<file path="src/rtl/counter_pkg.sv">
// Shared constants and helpers for the modulo counter and its prescaler.
package counter_pkg;

  localparam int CNT_MODE_WRAP = 0;
  localparam int CNT_MODE_SAT  = 1;

  // Register width for a counter holding 0..n-1; never narrower than one bit.
  function automatic int clog2_min1(input int n);
    int r;
    r = $clog2(n);
    if (r < 1) begin
      r = 1;
    end else begin
      r = r;
    end
    return r;
  endfunction

endpackage

</file>
<file path="src/rtl/counter_prescaler.sv">
// Enabled-cycle divider: pulses step on every PRESCALE-th enabled cycle.
module counter_prescaler
  import counter_pkg::*;
#(
  parameter int PRESCALE = 1
) (
  input  logic clk,
  input  logic reset,
  input  logic en,
  input  logic clr,
  output logic step
);

  localparam int CW = clog2_min1(PRESCALE);
  localparam logic [CW-1:0] LAST = CW'(PRESCALE - 1);

  logic [CW-1:0] cnt_q;
  logic [CW-1:0] cnt_d;
  logic          last_s;

  // With PRESCALE=1 the phase is pinned at 0, so step reduces to en.
  assign last_s = (cnt_q == LAST);
  assign step   = en & ~clr & last_s;

  // Next phase: clear on load, freeze while disabled, wrap after the last phase.
  always_comb begin
    cnt_d = cnt_q;
    if (clr) begin
      cnt_d = {CW{1'b0}};
    end else if (en) begin
      if (last_s) begin
        cnt_d = {CW{1'b0}};
      end else begin
        cnt_d = cnt_q + CW'(1);
      end
    end else begin
      cnt_d = cnt_q;
    end
  end

  // Phase register.
  always_ff @(posedge clk) begin
    if (reset) begin
      cnt_q <= {CW{1'b0}};
    end else begin
      cnt_q <= cnt_d;
    end
  end

endmodule

</file>
<file path="src/rtl/counter_mod.sv">
// Parametrised modulo up/down counter with load, prescaler, wrap/saturate
// mode, registered terminal-count pulse and sticky overflow.
module counter_mod
  import counter_pkg::*;
#(
  parameter int WIDTH     = 8,
  parameter int MAX_VALUE = (1 << WIDTH) - 1,
  parameter int PRESCALE  = 1,
  parameter int SATURATE  = CNT_MODE_WRAP
) (
  input  logic             clk,
  input  logic             reset,
  input  logic             en,
  input  logic             up,
  input  logic             load,
  input  logic [WIDTH-1:0] load_val,
  input  logic             clr_ovf,
  output logic [WIDTH-1:0] value,
  output logic             tc,
  output logic             ovf,
  output logic             at_max,
  output logic             at_zero
);

  localparam logic [WIDTH-1:0] MAX_V = WIDTH'(MAX_VALUE);
  localparam bit               SAT   = (SATURATE == CNT_MODE_SAT);

  logic [WIDTH-1:0] value_q, value_d;
  logic             tc_q, tc_d;
  logic             ovf_q, ovf_d;
  logic             step_s;
  logic             wrap_s;

  counter_prescaler #(
    .PRESCALE (PRESCALE)
  ) u_prescaler (
    .clk   (clk),
    .reset (reset),
    .en    (en),
    .clr   (load),
    .step  (step_s)
  );

  assign at_max  = (value_q == MAX_V);
  assign at_zero = (value_q == {WIDTH{1'b0}});
  assign value   = value_q;
  assign tc      = tc_q;
  assign ovf     = ovf_q;

  // Next-state mux: load beats a step; bounds are tested before any +/-1.
  always_comb begin
    value_d = value_q;
    tc_d    = 1'b0;
    wrap_s  = 1'b0;
    if (load) begin
      if (load_val > MAX_V) begin
        value_d = MAX_V;
      end else begin
        value_d = load_val;
      end
    end else if (step_s) begin
      if (up) begin
        if (at_max) begin
          tc_d    = 1'b1;
          wrap_s  = ~SAT;
          value_d = SAT ? MAX_V : {WIDTH{1'b0}};
        end else begin
          value_d = value_q + WIDTH'(1);
        end
      end else begin
        if (at_zero) begin
          tc_d    = 1'b1;
          wrap_s  = ~SAT;
          value_d = SAT ? {WIDTH{1'b0}} : MAX_V;
        end else begin
          value_d = value_q - WIDTH'(1);
        end
      end
    end else begin
      value_d = value_q;
    end

    // A wrap in the same cycle as clr_ovf keeps the flag set.
    if (wrap_s) begin
      ovf_d = 1'b1;
    end else if (clr_ovf) begin
      ovf_d = 1'b0;
    end else begin
      ovf_d = ovf_q;
    end
  end

  // Count, pulse and sticky-flag registers.
  always_ff @(posedge clk) begin
    if (reset) begin
      value_q <= {WIDTH{1'b0}};
      tc_q    <= 1'b0;
      ovf_q   <= 1'b0;
    end else begin
      value_q <= value_d;
      tc_q    <= tc_d;
      ovf_q   <= ovf_d;
    end
  end

endmodule
</file>
<file path="config.mk">
export PLATFORM = sky130hd
export DESIGN_NAME = counter_mod
export DESIGN_NICKNAME = d
export VERILOG_FILES = /design/src/rtl/counter_pkg.sv /design/src/rtl/counter_prescaler.sv /design/src/rtl/counter_mod.sv
export SDC_FILE = /design/constraint.sdc
export NUM_CORES = 1
export LEC_CHECK = 0
export ABC_AREA = 1
export CORE_MARGIN = 2
export CORE_UTILIZATION = 50
export DETAILED_ROUTE_END_ITERATION = 8
export GPL_TIMING_DRIVEN = 0
export PLACE_DENSITY = 0.82
export SETUP_SLACK_MARGIN = 0.1
export SLEW_MARGIN = 20
export SYNTH_ARGS = -nofsm -noshare
export SYNTH_HDL_FRONTEND = slang
export SYNTH_SLANG_ARGS = --single-unit
</file>
<file path="constraint.sdc">
create_clock -name clk -period 3 [get_ports clk]
set_input_delay 0.9 -clock clk [delete_from_list [all_inputs] [get_ports clk]]
set_output_delay 0.9 -clock clk [all_outputs]
set_load 0.05 [all_outputs]
</file>
==> out/results.ini <==
[pwr]
swShare_pct = 38.84
p_int_mw = 0.2955
comb_power_share_pct = 42.7
power_per_cell_area_nw_per_um2 = 385.0
switchingPower_mw = 0.1877
vdd.ir_drop.worst_v = 0.0003234
leakage_power_summed_over_all_cells_nw = 0.5423
sequentialPowerShare_pct = 32.2
clockPowerShare_pct = 25.1

[logic_synthesis]
largest_family_of_logic_cells_by_synthesized_area = simple AND/OR/NAND/NOR gates
post_synthesis_xor_xnor_area_fraction_pct = 2.738
netlist_area_before_placement_sq_um = 959.7
postSynth.asyncResetShare_pct = 0
synth-compound-area-share_pct = 15.65
post_synth.cell_area_avg_sq_um = 6.855
synth_top_area_share_pct = 20.86
postSynthNetCount = 157
synth-adder-area-share_pct = 3.911
yosys_warnings = 0
netlist_instances = 140
synthMostInstantiatedCell = sky130_fd_sc_hd__nand2_1
post_synth_main_area_contributors = sky130_fd_sc_hd__dfxtp_1 21%, sky130_fd_sc_hd__nand2_1 13%, sky130_fd_sc_hd__nand3_1 7.3%
synth_flop_cell = sky130_fd_sc_hd__dfxtp_1
synth.area.mux_share_pct = 0
synth.yosys.seq_area_share_pct = 20.86
synth.largest_area_cell = sky130_fd_sc_hd__dfxtp_1
synth_simple_gate_area_share_pct = 44.20
synth.lib_cells_used.distinct = 32
netlist_top_cells_count = 34 x sky130_fd_sc_hd__nand2_1, 14 x sky130_fd_sc_hd__nand3_1, 12 x sky130_fd_sc_hd__inv_1
synth_edf_count = 0
total_of_flip_flops_plus_latches_after_synthesis = 10

[floorplan]
die_w_um = 47.81
rows = 15
dieHeight_um = 47.81
core_area_sq_um = 1764
io_pins = 26
die_area_sq_um = 2286
start_util_pct = 54.40

[drt]
post-route-drc-count = 0
detail-route-antenna-nets = 0
number_of_optimization_iterations_in_the_first_detailed_route_pass = 4
totalWireLength_um = 2408
avgRoutedWirePerCell_um = 12.54
drt-initial-drc-count = 30
route.detailed.vias_per_inst = 5.302
detailroute.via_count = 1018

[global_routing]
aggregate_global_route_resource_usage_pct = 24.54
grt_overflow = 0
first_global_vias = 918
grt_first_pass_wirelength_um = 3981
grt_antenna_before_repair = 0
grt_start_max_net_pins = 11

[place]
placement_cell_area_sq_um = 1221
port-buffer-count = 23
gp_routability_congestion = 0.8784
post-dp-hpwl_um = 1899

[status]
outcome = completed

[timing]
final.setup_skew_ns = 0.0007347
grt_setup_unrepaired = no
final.min_clock_period_ns = 2.782
worst_pin_slew_ns = 0.5268
post-route-period-util_pct = 92.73
final_slew_violations = 0
holdWs_ns = 0.6001
max_freq_mhz = 359.5
max_slew_margin_pct = 64.75
final-setup-viol-count = 0
setup_total_negative_slack_ns = 0
timing_hold_violations_final = 0

[clock_tree]
cts_sinks = 10
tritoncts.num_buffers = 3
tritoncts = built
insertion_delay_ns = 0.26
post_cts.repair.setup_buffers = 0
cts_hold_repair.buffers = 0
h-tree-depth = 1
cts_max_path_buffers = 2
clock_root_cell = sky130_fd_sc_hd__clkbuf_4
cts_repair_resize_count = 2
worst_setup_hold_path_clk_slew_ns = 0.07

[flow_run]
drv.max_cap_violation_count = 0

[setup_path]
worst_setup_path_start_kind = flip-flop
worst-r2r-setup-slack_ns = 1.37
required_time_at_the_endpoint_of_the_critical_path_ns = 2.10
critical_path.endpoint_type = output pin
setup.worst_path.class = flip-flop to output pin
critPathMaxFanout = 8
cp.arrival_ns = 1.88

[final_layout]
num-nets-final = 185
area_growth_syn_to_layout_pct = 30.77
finalCoreUtilization_pct = 71.13
diodes = 0
final_layout_size_suffix_gt1_share_pct = 18.56
final_cell_area_sq_um = 1255

[hold_path]
hold_path_class = flip-flop to flip-flop

[worst max-delay path: stages (launching register included)]
cell and delay [ns]:
sky130_fd_sc_hd__dfxtp_1 0.50, sky130_fd_sc_hd__ha_1 0.26, sky130_fd_sc_hd__nand2_2 0.09, sky130_fd_sc_hd__nor2_2 0.11, sky130_fd_sc_hd__nand2_2 0.08, sky130_fd_sc_hd__clkinv_2 0.06, sky130_fd_sc_hd__dlygate4sd2_1 0.52
[final timing paths]
path	startpoint	to	depth (start not counted)
worst max-delay path	value[0]$_SDFFE_PP0P_	at_max	6
worst min-delay path	value[1]$_SDFFE_PP0P_	value[1]$_SDFFE_PP0P_	2
worst max register to register	value[0]$_SDFFE_PP0P_	value[4]$_SDFFE_PP0P_	8
worst min register to register	value[1]$_SDFFE_PP0P_	value[1]$_SDFFE_PP0P_	2
[sequential cells by signal, indices dropped and copies added (netlist names)]
register and cells:
value 8, ovf 1, tc 1
[layer usage]
| layer | up-vias | track usage [%] | part of all wire [%] |
|---|---|---|---|
| li1 | 516 | - | - |
| met1 | 458 | 33.94 | 44 |
| met2 | 42 | 40.53 | 48 |
| met3 | 2 | 4.528 | 7.4 |
| met4 | 0 | 3.784 | 0.71 |
| met5 | - | 0 | 0 |
[cell families after synthesis]
| kind of cell | Yosys count |
|---|---|
| AND/OR/NAND/NOR | 80 |
| AO/OA/AOI/OAI | 23 |
| buffers and inverters | 21 |
| flip-flops | 10 |
| XOR/XNOR | 3 |
| adder cells (fa/ha/maj) | 3 |
[cell type report]
class | count | area [sq um]
multi-input cells | 109 | 638.1
fillers | 161 | 509.2
flip-flops and latches | 10 | 200.2
inverters | 16 | 75.07
plain buffers | 5 | 46.29
repair buffers | 23 | 227.7
well taps | 25 | 31.28
clock buffers | 4 | 36.28
[cells in the final DEF, fill, tap and decap left out]
cell type and instances:
sky130_fd_sc_hd__a21oi_1 4, sky130_fd_sc_hd__a21oi_2 3, sky130_fd_sc_hd__a22oi_1 7, sky130_fd_sc_hd__a31oi_1 1, sky130_fd_sc_hd__buf_2 2, sky130_fd_sc_hd__buf_6 2, sky130_fd_sc_hd__bufinv_8 1, sky130_fd_sc_hd__clkbuf_4 3
sky130_fd_sc_hd__clkbuf_8 2, sky130_fd_sc_hd__clkdlybuf4s50_1 21, sky130_fd_sc_hd__clkinv_1 1, sky130_fd_sc_hd__clkinv_2 1, sky130_fd_sc_hd__dfxtp_1 10, sky130_fd_sc_hd__dlygate4sd2_1 2, sky130_fd_sc_hd__ha_1 3, sky130_fd_sc_hd__inv_1 12
sky130_fd_sc_hd__inv_2 1, sky130_fd_sc_hd__nand2_1 34, sky130_fd_sc_hd__nand2_2 5, sky130_fd_sc_hd__nand3_1 14, sky130_fd_sc_hd__nand3_2 1, sky130_fd_sc_hd__nand4_1 3, sky130_fd_sc_hd__nor2_1 9, sky130_fd_sc_hd__nor2_2 5
sky130_fd_sc_hd__nor2_4 2, sky130_fd_sc_hd__nor2_8 1, sky130_fd_sc_hd__nor3_1 1, sky130_fd_sc_hd__nor3_4 2, sky130_fd_sc_hd__nor3b_1 2, sky130_fd_sc_hd__o211ai_1 2, sky130_fd_sc_hd__o21ai_0 3, sky130_fd_sc_hd__o21ai_1 3
sky130_fd_sc_hd__or2_1 1, sky130_fd_sc_hd__xnor2_1 2, sky130_fd_sc_hd__xor2_1 1
[power groups by stage]
stage	clock network, mW	logic, mW	registers, mW
global route	0.128	0.226	0.157
detailed placement	0	0.207	0.159
floorplan	0	0.119	0.186
global placement	0	0.203	0.158
finish	0.121	0.206	0.156
CTS	0.126	0.206	0.156
[metrics by stage]
step	power [mW]	setup slack [ns]	instances
after floorplan	0.3056	0.6662	140
after global placement	0.3611	0.2785	188
final	0.4831	0.2182	192
after global routing	0.5118	0.1306	192
after detailed placement	0.3656	0.2579	188
after CTS	0.4884	0.2260	192
Note: power is estimated with default switching activity, not from simulation.
==> RTL change 1, RTL diff (same settings) <==
Change the parameter `WIDTH` from 8 to 9.
--- a/src/rtl/counter_mod.sv
+++ b/src/rtl/counter_mod.sv
@@ -3,7 +3,7 @@
 module counter_mod
   import counter_pkg::*;
 #(
-  parameter int WIDTH     = 8,
+  parameter int WIDTH     = 9,
   parameter int MAX_VALUE = (1 << WIDTH) - 1,
   parameter int PRESCALE  = 1,
   parameter int SATURATE  = CNT_MODE_WRAP
Interface: changed (resized load_val and value); port bits go from 26 to 28. No check against the original RTL was run, so the function may have changed too.
==> RTL change 1 against the original RTL <==
Core utilization up 1.6 points. Power down 0.80%. Synthesized area is 2.1% lower. Final cell count is 1.6% higher. Sequential cell count grew 1. First-iteration DRC count rose by 20%. Wire length shrank 3.3%. Clock power is 12% lower. Setup slack better by 0.019 ns. Cell area grew 1.1%.
==> RTL change 1: results (changes against the original RTL) <==
Timing
  – Transition at the pin with the smallest max-transition slack: 0.5865 ns (was 0.5268 ns)
  – Post-route clock skew: 0.004983 ns (was 0.0007347 ns)

Global route
  – Number of global-route vias before repair: 859 (was 918)
  – Wire length of the first global-routing pass: 3.801 mm (was 3.981 mm)

Power and ir drop
  – Worst voltage drop across the vdd grid: 0.0003232 V (was 0.0003234 V)
  – Sequential cell power: 0.167 mW (was 0.156 mW)
  – Clock share of power: 0.222 (was 0.251)
  – Net switching component of the power: 0.1902 mW (was 0.1877 mW)
  – Leakage power of the design: 0.5378 nW (was 0.5423 nW)

Critical path
  – Crit Path Max Fanout: 7 (was 8)
  – Capturing instance or port of the critical path: at_zero (was at_max)
  – Worst-case register-to-register setup slack: 1.12 ns (was 1.37 ns)

Route
  – Vias/cell: 5.236 (was 5.302)
  – Iteration-0 DRC Markers: 36 (was 30)
  – Total length of routed wires: 2.328 mm (was 2.408 mm)

Status
  – Result of the run: completed (unchanged)

Logic synthesis
  – Count of different cell masters after synthesis: 28 (was 32)
  – Synthesized-area fraction occupied by adder cells: 0.03995 (was 0.03911)
  – Main area contributors after synthesis: sky130_fd_sc_hd__dfxtp_1 23%, sky130_fd_sc_hd__nand2_1 15%, sky130_fd_sc_hd__a22oi_1 5.6%, sky130_fd_sc_hd__nand3_1 4.8%, sky130_fd_sc_hd__buf_6 4.8% (was sky130_fd_sc_hd__dfxtp_1 21%, sky130_fd_sc_hd__nand2_1 13%, sky130_fd_sc_hd__nand3_1 7.3%, sky130_fd_sc_hd__a22oi_1 5.5%, sky130_fd_sc_hd__inv_1 4.7%)
  – Most frequent cells after synthesis: 38 x sky130_fd_sc_hd__nand2_1, 11 x sky130_fd_sc_hd__dfxtp_1, 9 x sky130_fd_sc_hd__nand3_1, 9 x sky130_fd_sc_hd__nor2_1 (was 34 x sky130_fd_sc_hd__nand2_1, 14 x sky130_fd_sc_hd__nand3_1, 12 x sky130_fd_sc_hd__inv_1)
  – Compound-gate portion of the synthesized area: 0.1971 (was 0.1565)

Min path
  – Beginning of the worst hold path: ovf (was value[1])
  – Worst Hold Endpoint: ovf (was value[1])

Layout
  – Largest register FFs: 9 (was 8)
  – Fraction of final layout cells sized beyond drive strength 1: 0.2118 (was 0.1856)

Placed design
  – Post-detail-place hpwl: 1.792 mm (was 1.899 mm)
  – PortBufs: 27 (was 23)
[RTL change 1: cell count changes in the layout (fill, tap and decap cells not counted), sizes merged, moves of 2 or more]
cell           delta
nor3b             -2
nor3              -3
nand3             -4
o211ai            -2
buf               +2
clkdlybuf4s50     +4
nand2             +3
a31oi             +2
a21oi             +3
[RTL change 1: area by class of cell]
class / instances / area [um^2]
multi-input combinational: 108 / 614.3
fill: 154 / 476.7
inverter: 14 / 53.80
timing repair buffer: 27 / 266.5
sequential: 11 / 222.7
tap: 25 / 31.28
buffer: 6 / 53.80
clock buffer: 4 / 26.28
[RTL change 1: timing repair]
action | in CTS | in global routing
resized for setup | 7 | 3
gates cloned | 0 | 0
endpoints found under the setup margin | 2 | 2
pin swaps | 0 | 0
[RTL change 1: cells by family (layout without fill, tap and decap cells)]
kind of cell             count (synthesis)  after routing
buffers and inverters                   20             51
AO/OA/AOI/OAI                           29             29
XOR/XNOR                                 4              4
AND/OR/NAND/NOR                         72             72
flip-flops                              11             11
adder cells (fa/ha/maj)                  3              3
[RTL change 1: stage by stage]
stage / instances / setup TNS [ns] / total power [mW] / setup WS [ns]
floorplan: 139 / 0 / 0.3138 / 0.2179
global placement: 191 / -0.09865 / 0.3728 / -0.09865
detailed placement: 191 / -0.1633 / 0.3749 / -0.1633
CTS: 195 / 0 / 0.4810 / 0.1493
global route: 195 / 0 / 0.5058 / 0.1312
finish: 195 / 0 / 0.4793 / 0.2374
[RTL change 1: layer usage]
metal / global-route usage / part of all wire / vias to the layer above / wire (um)
li1: - / - / 526 / -
met1: 0.3678 / 0.49 / 454 / 1133
met2: 0.3351 / 0.44 / 39 / 1033
met3: 0.03462 / 0.063 / 2 / 147
met4: 0.05000 / 0.0060 / 0 / 14
met5: 0 / 0 / - / 0
==> RTL change 2, RTL diff (config.mk and constraints unchanged) <==
Made on the original files. Put one more register stage on the output `ovf`. The value now appears one clock later. The other outputs are not delayed to match.
--- a/src/rtl/counter_mod.sv
+++ b/src/rtl/counter_mod.sv
@@ -45,7 +45,9 @@
   assign at_zero = (value_q == {WIDTH{1'b0}});
   assign value   = value_q;
   assign tc      = tc_q;
-  assign ovf     = ovf_q;
+  always_ff @(posedge clk) begin
+    ovf <= ovf_q;
+  end
 
   // Next-state mux: load beats a step; bounds are tested before any +/-1.
   always_comb begin
Formal check against the unedited RTL: not equivalent (a bounded check fails within 4 cycles, from zero or initial values and one cycle with reset high).
==> RTL change 2 against the original RTL <==
Sequential share of layout area rose by 3.0 points. Clock power fell by 17%. Combinational power fell by 5%. Sequential cell count rose by 1. Setup slack improved by 0.10 ns. Wire length rose by 1.3%. Hold slack got worse by 0.24 ns. Highest routed layer unchanged. Cell area fell by 7.3%. Critical endpoint unchanged. Non-clock buffer count fell by 2. Largest cell class unchanged. Register-to-register slack improved by 0.04 ns. Synthesized area fell by 7.0%. Power fell by 3.1%.
==> RTL change 2: results (changes against the original RTL) <==
Critical path
  – Arrival @ worst endpoint: 1.78 ns (was 1.88 ns)
  – Crit Path Max Fanout: 6 (was 8)
  – Worst-case register-to-register setup slack: 1.41 ns (was 1.37 ns)
  – Start point of the critical path: value[1] (was value[0])
  – Reg-to-Reg End: value[3] (was value[4])

Global route
  – Overall fraction of global-route tracks in use: 0.2526 (was 0.2454)
  – Wire length of the first global-routing pass: 3.939 mm (was 3.981 mm)
  – Number of global-route vias before repair: 967 (was 918)

Placed design
  – Pre-CTS worst setup slack: 0.1586 ns (was 0.2579 ns)
  – Placer's final routability congestion estimate: 0.9382 (was 0.8784)
  – PortBufs: 22 (was 23)
  – Post-place instance area: 1144 um^2 (was 1221 um^2)
  – Post-detail-place hpwl: 1.869 mm (was 1.899 mm)

Logic synthesis
  – Main area contributors after synthesis: sky130_fd_sc_hd__dfxtp_1 25%, sky130_fd_sc_hd__nand2_1 20%, sky130_fd_sc_hd__nand3_1 9.0%, sky130_fd_sc_hd__nor2_1 6.3%, sky130_fd_sc_hd__inv_1 5.9% (was sky130_fd_sc_hd__dfxtp_1 21%, sky130_fd_sc_hd__nand2_1 13%, sky130_fd_sc_hd__nand3_1 7.3%, sky130_fd_sc_hd__a22oi_1 5.5%, sky130_fd_sc_hd__inv_1 4.7%)
  – Count of different cell masters after synthesis: 25 (was 32)
  – Proportion of synthesized flip-flops having asynchronous set or reset: 0 (unchanged)
  – Most frequent cells after synthesis: 47 x sky130_fd_sc_hd__nand2_1, 16 x sky130_fd_sc_hd__nand3_1, 15 x sky130_fd_sc_hd__nor2_1 (was 34 x sky130_fd_sc_hd__nand2_1, 14 x sky130_fd_sc_hd__nand3_1, 12 x sky130_fd_sc_hd__inv_1)
  – Post-synthesis cell count: 145 (was 140)
  – Syn Nets: 162 (was 157)
  – Sequential cell area fraction in the yosys report: 0.2468 (was 0.2086)

Route
  – Iteration-0 DRC Markers: 43 (was 30)
  – Vias/cell: 5.316 (was 5.302)
  – Average wire length per cell after detail routing: 12.44 um (was 12.54 um)
  – Number of vias in the routed layout: 1042 (was 1018)

Timing
  – Transition at the pin with the smallest max-transition slack: 0.5856 ns (was 0.5268 ns)
  – Post-route clock skew: 0.004820 ns (was 0.0007347 ns)
  – Final period util: 0.8928 (was 0.9273)

Clocking
  – Clock Path Buffers: 2 (unchanged)
  – Number of post-CTS setup repair buffers: 0 (unchanged)
  – TritonCTS buffer count: 3 (unchanged)

Layout
  – Layout net count: 189 (was 185)
  – Fraction of final layout cells sized beyond drive strength 1: 0.09942 (was 0.1856)
  – Core occupancy in the finished layout: 0.6813 (was 0.7113)
  – Fill cell total of the finished layout: 159 (was 161)

Power and ir drop
  – Worst voltage drop across the vdd grid: 0.0003295 V (was 0.0003234 V)
  – Leakage power of the design: 0.5531 nW (was 0.5423 nW)

Status
  – Result of the run: completed (unchanged)
## RTL change 2: changes by cell type in the layout (fill, tap and decap cells not counted), moves of 2 or more
| cell | before | now |
|---|---|---|
| sky130_fd_sc_hd__inv_1 | 12 | 14 |
| sky130_fd_sc_hd__nand2_2 | 5 | 0 |
| sky130_fd_sc_hd__o21ai_1 | 3 | 1 |
| sky130_fd_sc_hd__inv_2 | 1 | 4 |
| sky130_fd_sc_hd__nor2_1 | 9 | 15 |
| sky130_fd_sc_hd__nand2_1 | 34 | 47 |
| sky130_fd_sc_hd__clkbuf_8 | 2 | 0 |
| sky130_fd_sc_hd__nor2_2 | 5 | 0 |
| sky130_fd_sc_hd__o211ai_1 | 2 | 0 |
| sky130_fd_sc_hd__o21ai_0 | 3 | 5 |
| sky130_fd_sc_hd__nand3_1 | 14 | 16 |
| sky130_fd_sc_hd__clkbuf_1 | 0 | 2 |
## RTL change 2: worst min path at each step
stage / startpoint / endpoint / slack [ns] / cells past startpoint
global route: ovf_q / ovf / 0.36 / 0
floorplan: ovf_q / ovf / 0.32 / 0
global placement: ovf_q / ovf / 0.33 / 0
detailed placement: ovf_q / ovf / 0.34 / 0
finish: ovf_q / ovf / 0.36 / 0
CTS: ovf_q / ovf / 0.35 / 0
## RTL change 2: routing by layer
| metal | vias to the layer above | GRT usage | wire, um |
|---|---|---|---|
| li1 | 523 | - | - |
| met1 | 468 | 0.3310 | 1098 |
| met2 | 49 | 0.4056 | 1166 |
| met3 | 2 | 0.05882 | 165 |
| met4 | 0 | 0.08000 | 8 |
| met5 | - | 0 | 0 |
## RTL change 2: cells by family (layout without fill, tap and decap cells)
group                    Yosys count  after routing  share of synthesized area
AO/OA/AOI/OAI                     20             20                     0.1473
XOR/XNOR                           3              3                    0.02946
adder cells (fa/ha/maj)            3              3                    0.04208
buffers and inverters             22             48                     0.1038
flip-flops                        11             11                     0.2468
AND/OR/NAND/NOR                   86             86                     0.4306
## RTL change 2: layout make-up
| cell class | count | area [um^2] | share of cell area |
|---|---|---|---|
| clock buffer | 4 | 26.28 | 0.02258 |
| inverter | 18 | 67.56 | 0.05806 |
| multi-input combinational | 112 | 579.3 | 0.4978 |
| sequential | 11 | 220.2 | 0.1892 |
| timing repair buffer | 22 | 214.0 | 0.1839 |
| buffer | 4 | 25.02 | 0.02151 |
| tap | 25 | 31.28 | 0.02688 |
## RTL change 2: power breakdown
group	internal, mW	total [mW]	switching, mW
registers	0.155	0.172	0.0166
clock network	0.0515	0.101	0.0496
logic	0.0730	0.195	0.122
total	0.280	0.468	0.189
